===== config.mk =====
export PLATFORM = sky130hd
export DESIGN_NAME = div_unit
export DESIGN_NICKNAME = d
export VERILOG_FILES = /design/src/rtl/rv_m_pkg.sv /design/src/rtl/div_step.sv /design/src/rtl/div_unit.sv
export SDC_FILE = /design/constraint.sdc
export NUM_CORES = 1
export LEC_CHECK = 0
export BUFFER_PORTS_ARGS = -buffer_cell sky130_fd_sc_hd__buf_2
export CORE_UTILIZATION = 61
export DETAILED_ROUTE_END_ITERATION = 16
export GPL_TIMING_DRIVEN = 1
export HOLD_SLACK_MARGIN = 0.05
export MAX_ROUTING_LAYER = met4
export PLACE_DENSITY = 0.82
export SETUP_SLACK_MARGIN = 0.4
export SYNTH_ARGS = -nofsm -noshare
export SYNTH_HDL_FRONTEND = slang
export SYNTH_HIERARCHICAL = 1
export SYNTH_SLANG_ARGS = --single-unit

===== constraint.sdc =====
create_clock -name clk -period 5.25 [get_ports clk]
set_input_delay 0.525 -clock clk [delete_from_list [all_inputs] [get_ports clk]]
set_output_delay 0.525 -clock clk [all_outputs]
set_load 0.02 [all_outputs]

===== src/rtl/rv_m_pkg.sv =====
// Shared RV32M definitions: div_op bit indices, divider FSM states, operand width
// and a conditional-negate helper used for signed fixup.
package rv_m_pkg;

  localparam int unsigned XLEN = 32;

  // div_op bit positions, shared with the decoder
  localparam int unsigned DIV_OP_DIV    = 2;
  localparam int unsigned DIV_OP_REM    = 1;
  localparam int unsigned DIV_OP_SIGNED = 0;

  typedef enum logic [1:0] {
    DIV_ST_IDLE = 2'd0,
    DIV_ST_CALC = 2'd1,
    DIV_ST_DONE = 2'd2
  } div_state_e;

  // Two's-complement negate when neg is set
  function automatic logic [XLEN-1:0] cond_neg(input logic [XLEN-1:0] v, input logic neg);
    return neg ? (~v + XLEN'(1)) : v;
  endfunction

endpackage


===== src/rtl/div_step.sv =====
// One radix-2 restoring step: shift {rem,quo} left, trial-subtract the divisor and
// shift in a quotient 1 when the subtraction does not borrow.
module div_step #(
  parameter int unsigned XLEN = 32
) (
  input  logic [XLEN-1:0] rem_i,
  input  logic [XLEN-1:0] quo_i,
  input  logic [XLEN-1:0] divisor_i,
  output logic [XLEN-1:0] rem_o,
  output logic [XLEN-1:0] quo_o
);

  logic [XLEN:0]   rem_sh;
  logic [XLEN-1:0] diff;
  logic            fits;

  // Shifted partial remainder needs one extra bit; the difference always fits in XLEN bits
  always_comb begin
    rem_sh = {rem_i, quo_i[XLEN-1]};
    fits   = (rem_sh >= {1'b0, divisor_i});
    diff   = rem_sh[XLEN-1:0] - divisor_i;
    rem_o  = fits ? diff : rem_sh[XLEN-1:0];
    quo_o  = {quo_i[XLEN-2:0], fits};
  end

endmodule


===== src/rtl/div_unit.sv =====
// Iterative RV32M divider (restoring, one quotient bit per cycle) with valid/ready
// handshakes on both sides and a flush that aborts any in-flight operation.
// Optional build macro DIV_EARLY_OUT_EN: divide-by-zero and signed overflow bypass the
// iteration and present the result one cycle after accept.
module div_unit
  import rv_m_pkg::*;
#(
  parameter int unsigned XLEN  = rv_m_pkg::XLEN,
  parameter int unsigned CNT_W = 6
) (
  input  logic            clk,
  input  logic            resetn,
  input  logic            in_valid,
  output logic            in_ready,
  input  logic [2:0]      div_op,
  input  logic [XLEN-1:0] src1,
  input  logic [XLEN-1:0] src2,
  input  logic            flush,
  output logic            busy,
  output logic            out_valid,
  input  logic            out_ready,
  output logic [XLEN-1:0] result
);

  div_state_e      state_q;
  logic [CNT_W-1:0] cnt_q;
  logic [XLEN-1:0] rem_q, quo_q, dvsr_q, result_q;
  logic [2:0]      op_q;
  logic            q_neg_q, r_neg_q, div0_q;

  logic            is_signed;
  logic [XLEN-1:0] a_abs, b_abs;
  logic [XLEN-1:0] step_rem, step_quo;
  logic [XLEN-1:0] quo_fix, rem_fix, fin_res;

  div_step #(
    .XLEN(XLEN)
  ) u_step (
    .rem_i    (rem_q),
    .quo_i    (quo_q),
    .divisor_i(dvsr_q),
    .rem_o    (step_rem),
    .quo_o    (step_quo)
  );

  // Operand magnitudes at accept; final sign fixup and result select on the last step
  always_comb begin
    is_signed = div_op[DIV_OP_SIGNED];
    a_abs     = cond_neg(src1, is_signed & src1[XLEN-1]);
    b_abs     = cond_neg(src2, is_signed & src2[XLEN-1]);
    // Divide-by-zero quotient is all ones regardless of signs
    quo_fix   = div0_q ? '1 : cond_neg(step_quo, q_neg_q);
    rem_fix   = cond_neg(step_rem, r_neg_q);
    if (op_q[DIV_OP_DIV])      fin_res = quo_fix;
    else if (op_q[DIV_OP_REM]) fin_res = rem_fix;
    else                       fin_res = '0;
  end

`ifdef DIV_EARLY_OUT_EN
  logic            early;
  logic [XLEN-1:0] early_res;

  // Corner cases resolved directly from the request
  always_comb begin
    logic div0, ovf;
    div0 = (src2 == '0);
    ovf  = is_signed && (src1 == {1'b1, {(XLEN-1){1'b0}}}) && (src2 == '1);
    early = div0 | ovf;
    if (div_op[DIV_OP_DIV])      early_res = div0 ? '1 : src1;
    else if (div_op[DIV_OP_REM]) early_res = div0 ? src1 : '0;
    else                         early_res = '0;
  end
`endif

  // Control FSM and datapath registers
  always_ff @(posedge clk or negedge resetn) begin
    if (!resetn) begin
      state_q  <= DIV_ST_IDLE;
      cnt_q    <= '0;
      rem_q    <= '0;
      quo_q    <= '0;
      dvsr_q   <= '0;
      result_q <= '0;
      op_q     <= '0;
      q_neg_q  <= 1'b0;
      r_neg_q  <= 1'b0;
      div0_q   <= 1'b0;
    end else if (flush) begin
      state_q <= DIV_ST_IDLE;
      cnt_q   <= '0;
    end else begin
      unique case (state_q)
        DIV_ST_IDLE: begin
          if (in_valid) begin
            op_q    <= div_op;
            rem_q   <= '0;
            quo_q   <= a_abs;
            dvsr_q  <= b_abs;
            q_neg_q <= is_signed & (src1[XLEN-1] ^ src2[XLEN-1]);
            r_neg_q <= is_signed & src1[XLEN-1];
            div0_q  <= (src2 == '0);
            state_q <= DIV_ST_CALC;
            cnt_q   <= CNT_W'(XLEN);
`ifdef DIV_EARLY_OUT_EN
            if (early) begin
              state_q  <= DIV_ST_DONE;
              cnt_q    <= '0;
              result_q <= early_res;
            end
`endif
          end
        end
        DIV_ST_CALC: begin
          rem_q <= step_rem;
          quo_q <= step_quo;
          cnt_q <= cnt_q - CNT_W'(1);
          if (cnt_q == CNT_W'(1)) begin
            state_q  <= DIV_ST_DONE;
            result_q <= fin_res;
          end
        end
        DIV_ST_DONE: begin
          if (out_ready) state_q <= DIV_ST_IDLE;
        end
        default: state_q <= DIV_ST_IDLE;
      endcase
    end
  end

  assign in_ready  = (state_q == DIV_ST_IDLE);
  assign out_valid = (state_q == DIV_ST_DONE);
  assign busy      = (state_q != DIV_ST_IDLE);
  assign result    = result_q;

endmodule


# After elaboration in Yosys (flattened, before gate mapping)
# Cells that the tools add are included.
# Widths: inputs -> output; s select.
# word_totals
register_bits	142
input_bits	72
output_inout_bits	35
# classes
add_sub_neg	6
magnitude_cmp	1
n_eq_ne	7
muxes	20
bitwise	9
reduce_logical	10
# ops
op	count
$mux 32	10
$add 32x1->32 const B	4
$not 32->32	4
$pmux 32 s2	2
$ge 33x32->1	1
$logic_not 32->1	1
$sub 32x32->32	1
$mux 6	2
$pmux 6 s2	1
$reduce_and 3->1	4
$mux 2	4
$eq 6x1->1 const B	1
$ne 3x2->1 const B	2
$pmux 2 s3	1
$sub 6x1->6 const B	1
$reduce_bool 2->1	2
$and 1x1->1	3
$ne 3x3->1 const B	1
$reduce_bool 3->1	1
$eq 2x1->1 const B	1
$eq 2x2->1 const B	1
$logic_not 2->1	1
$ne 2x2->1 const B	1
$reduce_and 2->1	1
other kinds (2)	2

# Logic depth before layout (Yosys ltp)
# logic_depth
depth_word	7
depth_mapped	22
depth_no_buf	18

# By module
# The synthesis kept the hierarchy.
# by_module_without_submodules
mod	n_inst	cells_per_inst	area_each_um2	seq_area_each_um2
div_unit	1	1044	8643.3	3528.4
div_step	1	346	2606.2	0.0

# Least setup slack after synthesis
# OpenSTA, ideal clock, no wires.
# synth_path
path_type	register -> register
from	reg rem_q[19]
to	reg result_q[28] (netlist: result[28])
arrival_time_ps	4540
setup_slack_ps	574
stages_incl_launch_ff	22
path_buffers	5
period_less_slack_ps	4676
path_cell_list	dfrtp_1 ha_1 buf_6 a211oi_2 o211ai_1 a41o_1 or2_0 o22a_2 a21oi_2 o21ai_4 buf_12 buf_4 inv_1 ha_1 or3b_2 clkbuf_1 or4_1 clkbuf_1 nor4_1 mux2i_1 a2bb2oi_1 o21ai_0
# synth_between
elab_chain_cells	7
word_cells_on_any_way	12
cone_classes	add/sub (3); order compare (1); mux (6); bitwise (2)
# synth_lines
element	line_no	text
from (decl)	div_unit.sv:27	logic [XLEN-1:0] rem_q, quo_q, dvsr_q, result_q;
from (signal assigned)	div_unit.sv:114	rem_q <= step_rem;
$ge 33x32->1 (*)	div_step.sv:20	fits = (rem_sh >= {1'b0, divisor_i});
net u_step.fits	div_step.sv:15	logic fits;
$mux 32	div_step.sv:22	rem_o = fits ? diff : rem_sh[XLEN-1:0];
$not 32->32	rv_m_pkg.sv:20	return neg ? (~v + XLEN'(1)) : v;
$add 32x1->32	rv_m_pkg.sv:20	
$mux 32	rv_m_pkg.sv:20	
$mux 32	div_unit.sv:55	else if (op_q[DIV_OP_REM]) fin_res = rem_fix;
$mux 32 (*)	div_unit.sv:54	if (op_q[DIV_OP_DIV]) fin_res = quo_fix;
to (signal assigned)	div_unit.sv:119	result_q <= fin_res;
to (decl)	div_unit.sv:27	
# Mark *: on every way through the listed nets, which the timed path passes. The rest lies on a longest branch.
# A chain may end at the register's enable or synchronous reset.

# Final worst setup path
# layout_path
from	reg rem_q[17]
to	reg result_q[30] (netlist: result[30])
# layout_between
elab_chain_cells	7
word_cells_on_any_way	12
cone_classes	add/sub (3); order compare (1); mux (6); bitwise (2)
# layout_lines
element	line_no	text
$ge 33x32->1	div_step.sv:20	
net step_quo[0]	div_unit.sv:33	logic [XLEN-1:0] step_rem, step_quo;
$mux 32	div_step.sv:22	
net step_rem[10]	div_unit.sv:33	
$not 32->32	rv_m_pkg.sv:20	
$add 32x1->32	rv_m_pkg.sv:20	
$mux 32	rv_m_pkg.sv:20	
$mux 32	div_unit.sv:55	
$mux 32	div_unit.sv:54	
# The timed path passes the listed nets, and every way through them passes these cells.

==> metrics.cfg <==
[run_status]
status = complete, no violations

[cts]
cts.sinks = 141
insertion_delay_ps = 430
htreeDepth = 4
clk_pin_slew_ps = 60
cts_buffers = 17
cts_buffer_depth = 2
cts_tree = yes
cts-root-buf = clkbuf_16

[timing]
tns_ps = 0
slew-limit-headroom_pct = 22.52
finalCritPeriodShare_pct = 88.78
slew_viol_final = 0
tightestPinTransition_ps = 1162
setup_viol = 0
grt_setup_unrepaired = no
min_period_ps = 4661
max_freq_mhz = 214.6
finClkSkew_ps = 7.556
hold_viol_final = 0

[global_routing]
gr-total-overflow = 0
antenna_found_initial = 0
grt_pass1_vias = 9769
grt_max_degree = 90
grt_use_total_pct = 36.56
grt_pass1_wl_mm = 51.40

[routing]
highest_layer = met4
post_drt_wl_per_cell_um = 19.61
wl_met2_mm = 14.70
drc = 0
num_vias = 10800
ant_nets = 0
route.met3.wl_mm = 2.917
wl_mm = 32.94
drt_iter0_markers = 1232
avgViaCountPerCell = 6.430
drt-met1-wl_mm = 14.41
drt_pre_antenna_iters = 6

[setup_path]
worstSetupStartpoint = rem_q[17]
r2r_start = rem_q[17]
start_kind = flip-flop
reg2reg_depth = 16
critical_path.slowest_cell = or4_1
path_common_cell = or4_1
crit_arrival_ps = 4930
path_class = flip-flop to flip-flop
crit_fanout = 10
critPathMaxStageDelay_ps = 550
crit_chain = ha_1 -> a21oi_1 -> o211ai_1 -> a41o_1 -> or2_0 -> o22a_2 -> a21oi_2 -> o21ai_4 -> buf_12 -> mux2_4 -> or4_1 -> or3_4 -> or4_1 -> nor3b_1 -> o21ai_0 -> a31oi_1
cp.required_ps = 5520
end_kind = flip-flop

[place]
gp_congestion = 1.063
hpwl_mm = 24.22
numPortBuffers = 106

[synthesis]
synthTopCellsByArea = dfrtp_1 31%, nand2_1 7.6%, xnor2_1 7.4%, o21ai_0 7.3%, ha_1 4.2%
yosysMostFrequentCell = nand2_1
syn_avg_cell_area_um2 = 8.093
yosys_warnings = 6
synth_adder_area_share_pct = 4.404
synth_top_area_cell = dfrtp_1
ys_seq_elements = 141
synth_top_family_by_area = compound AO/OA/AOI/OAI gates
synthCells = 1390
synthTopCellsByCount = 227 x nand2_1, 164 x o21ai_0, 141 x dfrtp_1
yosysSeqAreaShare_pct = 31.36
yosysTopAreaCellShare_pct = 31.36
synth_area_um2 = 11250
synth_compound_area_share_pct = 22.99
ys_async_sr_fraction_pct = 100.0
syn-num-nets = 1501
synth-edff-count = 0
yosys.area_share.simple_pct = 19.21
synthFlopType = dfrtp_1
synth_xor_area_share_pct = 10.82
muxShareOfSynthArea_pct = 4.260
synth_cell_type_count = 74

[floorplan]
dieArea_um2 = 18990
io-pin-count = 107
fp.dieW_um = 137.8
core_area_um2 = 18020
die_h_um = 137.8
initial_core_util_pct = 62.41
placementRows = 49

[finish]
syn_to_final_growth_pct = 10.47
nNetsFinal = 1550
fill_cells = 1503
num_antenna_cells = 0
drive_gt1_share_pct = 16.06

[job]
cap_violations = 0

[worst_hold_path]
hp-class = primary input to asynchronous set/reset pin

## cell usage in the layout, fill, tap and decap left out, drive strengths merged, types with 15 or more instances in the layout
cell type / netlist / routed
a21oi: 74 / 74
nand2: 227 / 227
o21ai: 168 / 168
or3: 19 / 19
o41ai: 30 / 30
or4: 16 / 16
clkbuf: 61 / 21
a31oi: 20 / 20
nor3: 25 / 25
nor4: 15 / 15
mux2: 30 / 30
xnor2: 95 / 95
xor2: 44 / 44
o31ai: 33 / 33
nor2: 83 / 83
inv: 52 / 53
buf: 46 / 137
dfrtp: 141 / 141
ha: 38 / 38
## flip-flops by register name (all words and copies together), names as in the netlist
name	cells
quo_q	32
q_neg_q	1
rem_q	32
state_q	2
cnt_q	6
div0_q	1
r_neg_q	1
op_q	2
dvsr_q	32
result	32
## repair_timing
action / in CTS / in global routing
resized for setup: 1 / 15
setup buffers: 2 / 0
pin swaps: 1 / 3
endpoints found under the setup margin: 6 / 16
hold buffers: 0 / 0
## final cells by class
type	count	area, µm²	area share [%]
Multi-Input combinational cell	1090	7044	56.69
Sequential cell	141	3528	28.39
Timing Repair Buffer	137	782.0	6.293
Clock buffer	21	450.4	3.625
Tap cell	229	286.5	2.306
Inverter	52	195.2	1.571
Clock inverter	10	140.1	1.128
## kinds of logic after synthesis
family / count (synthesis)
flip-flops: 141
XOR/XNOR: 139
AND/OR/NAND/NOR: 467
buffers and inverters: 159
AO/OA/AOI/OAI: 411
adder cells (fa/ha/maj): 39
multiplexers: 34
## per-stage QoR
step / setup slack (ps) / util, % / hold slack (ps) / instance area (µm²) / std cells
after floorplan: 574.0 / - / 229.4 / 11250 / 1390
after global placement: 367.3 / 64.99 / 455.0 / 11720 / 1647
after detailed placement: 267.1 / 64.99 / 465.7 / 11720 / 1647
after CTS: 406.5 / 68.46 / 204.6 / 12340 / 1680
after global routing: 403.9 / 68.94 / 257.7 / 12430 / 1680
final: 589.2 / 68.94 / 178.6 / 12430 / 1680
## routing by layer
layer  vias up  global-route usage [%]
li1       5035                       -
met3        71                   7.027
met2       544                   53.88
met1      5152                   49.79
met4         0                   13.41
met5         -                       -
## worst max-delay path, delay by kind of cell (launching register included)
kind            cells  cell delay, ps
mux                 1             320
simple gates        5            1780
flops               1             410
buf+inv             1             170
fa+ha+maj           1             400
compound gates      8            1410
## path summary, 6_finish.rpt
check / end / slack, ps
min in group clk: op_q[1] / 280
max: result[30] / 590
max reg2reg: result[30] / 590
min: dvsr_q[27] / 180
max in group asynchronous: rem_q[5] / 3810
min reg2reg: result[16] / 470
Power is not shown: default switching activity piles up to over one toggle a cycle in this logic, so the estimate is an artifact.
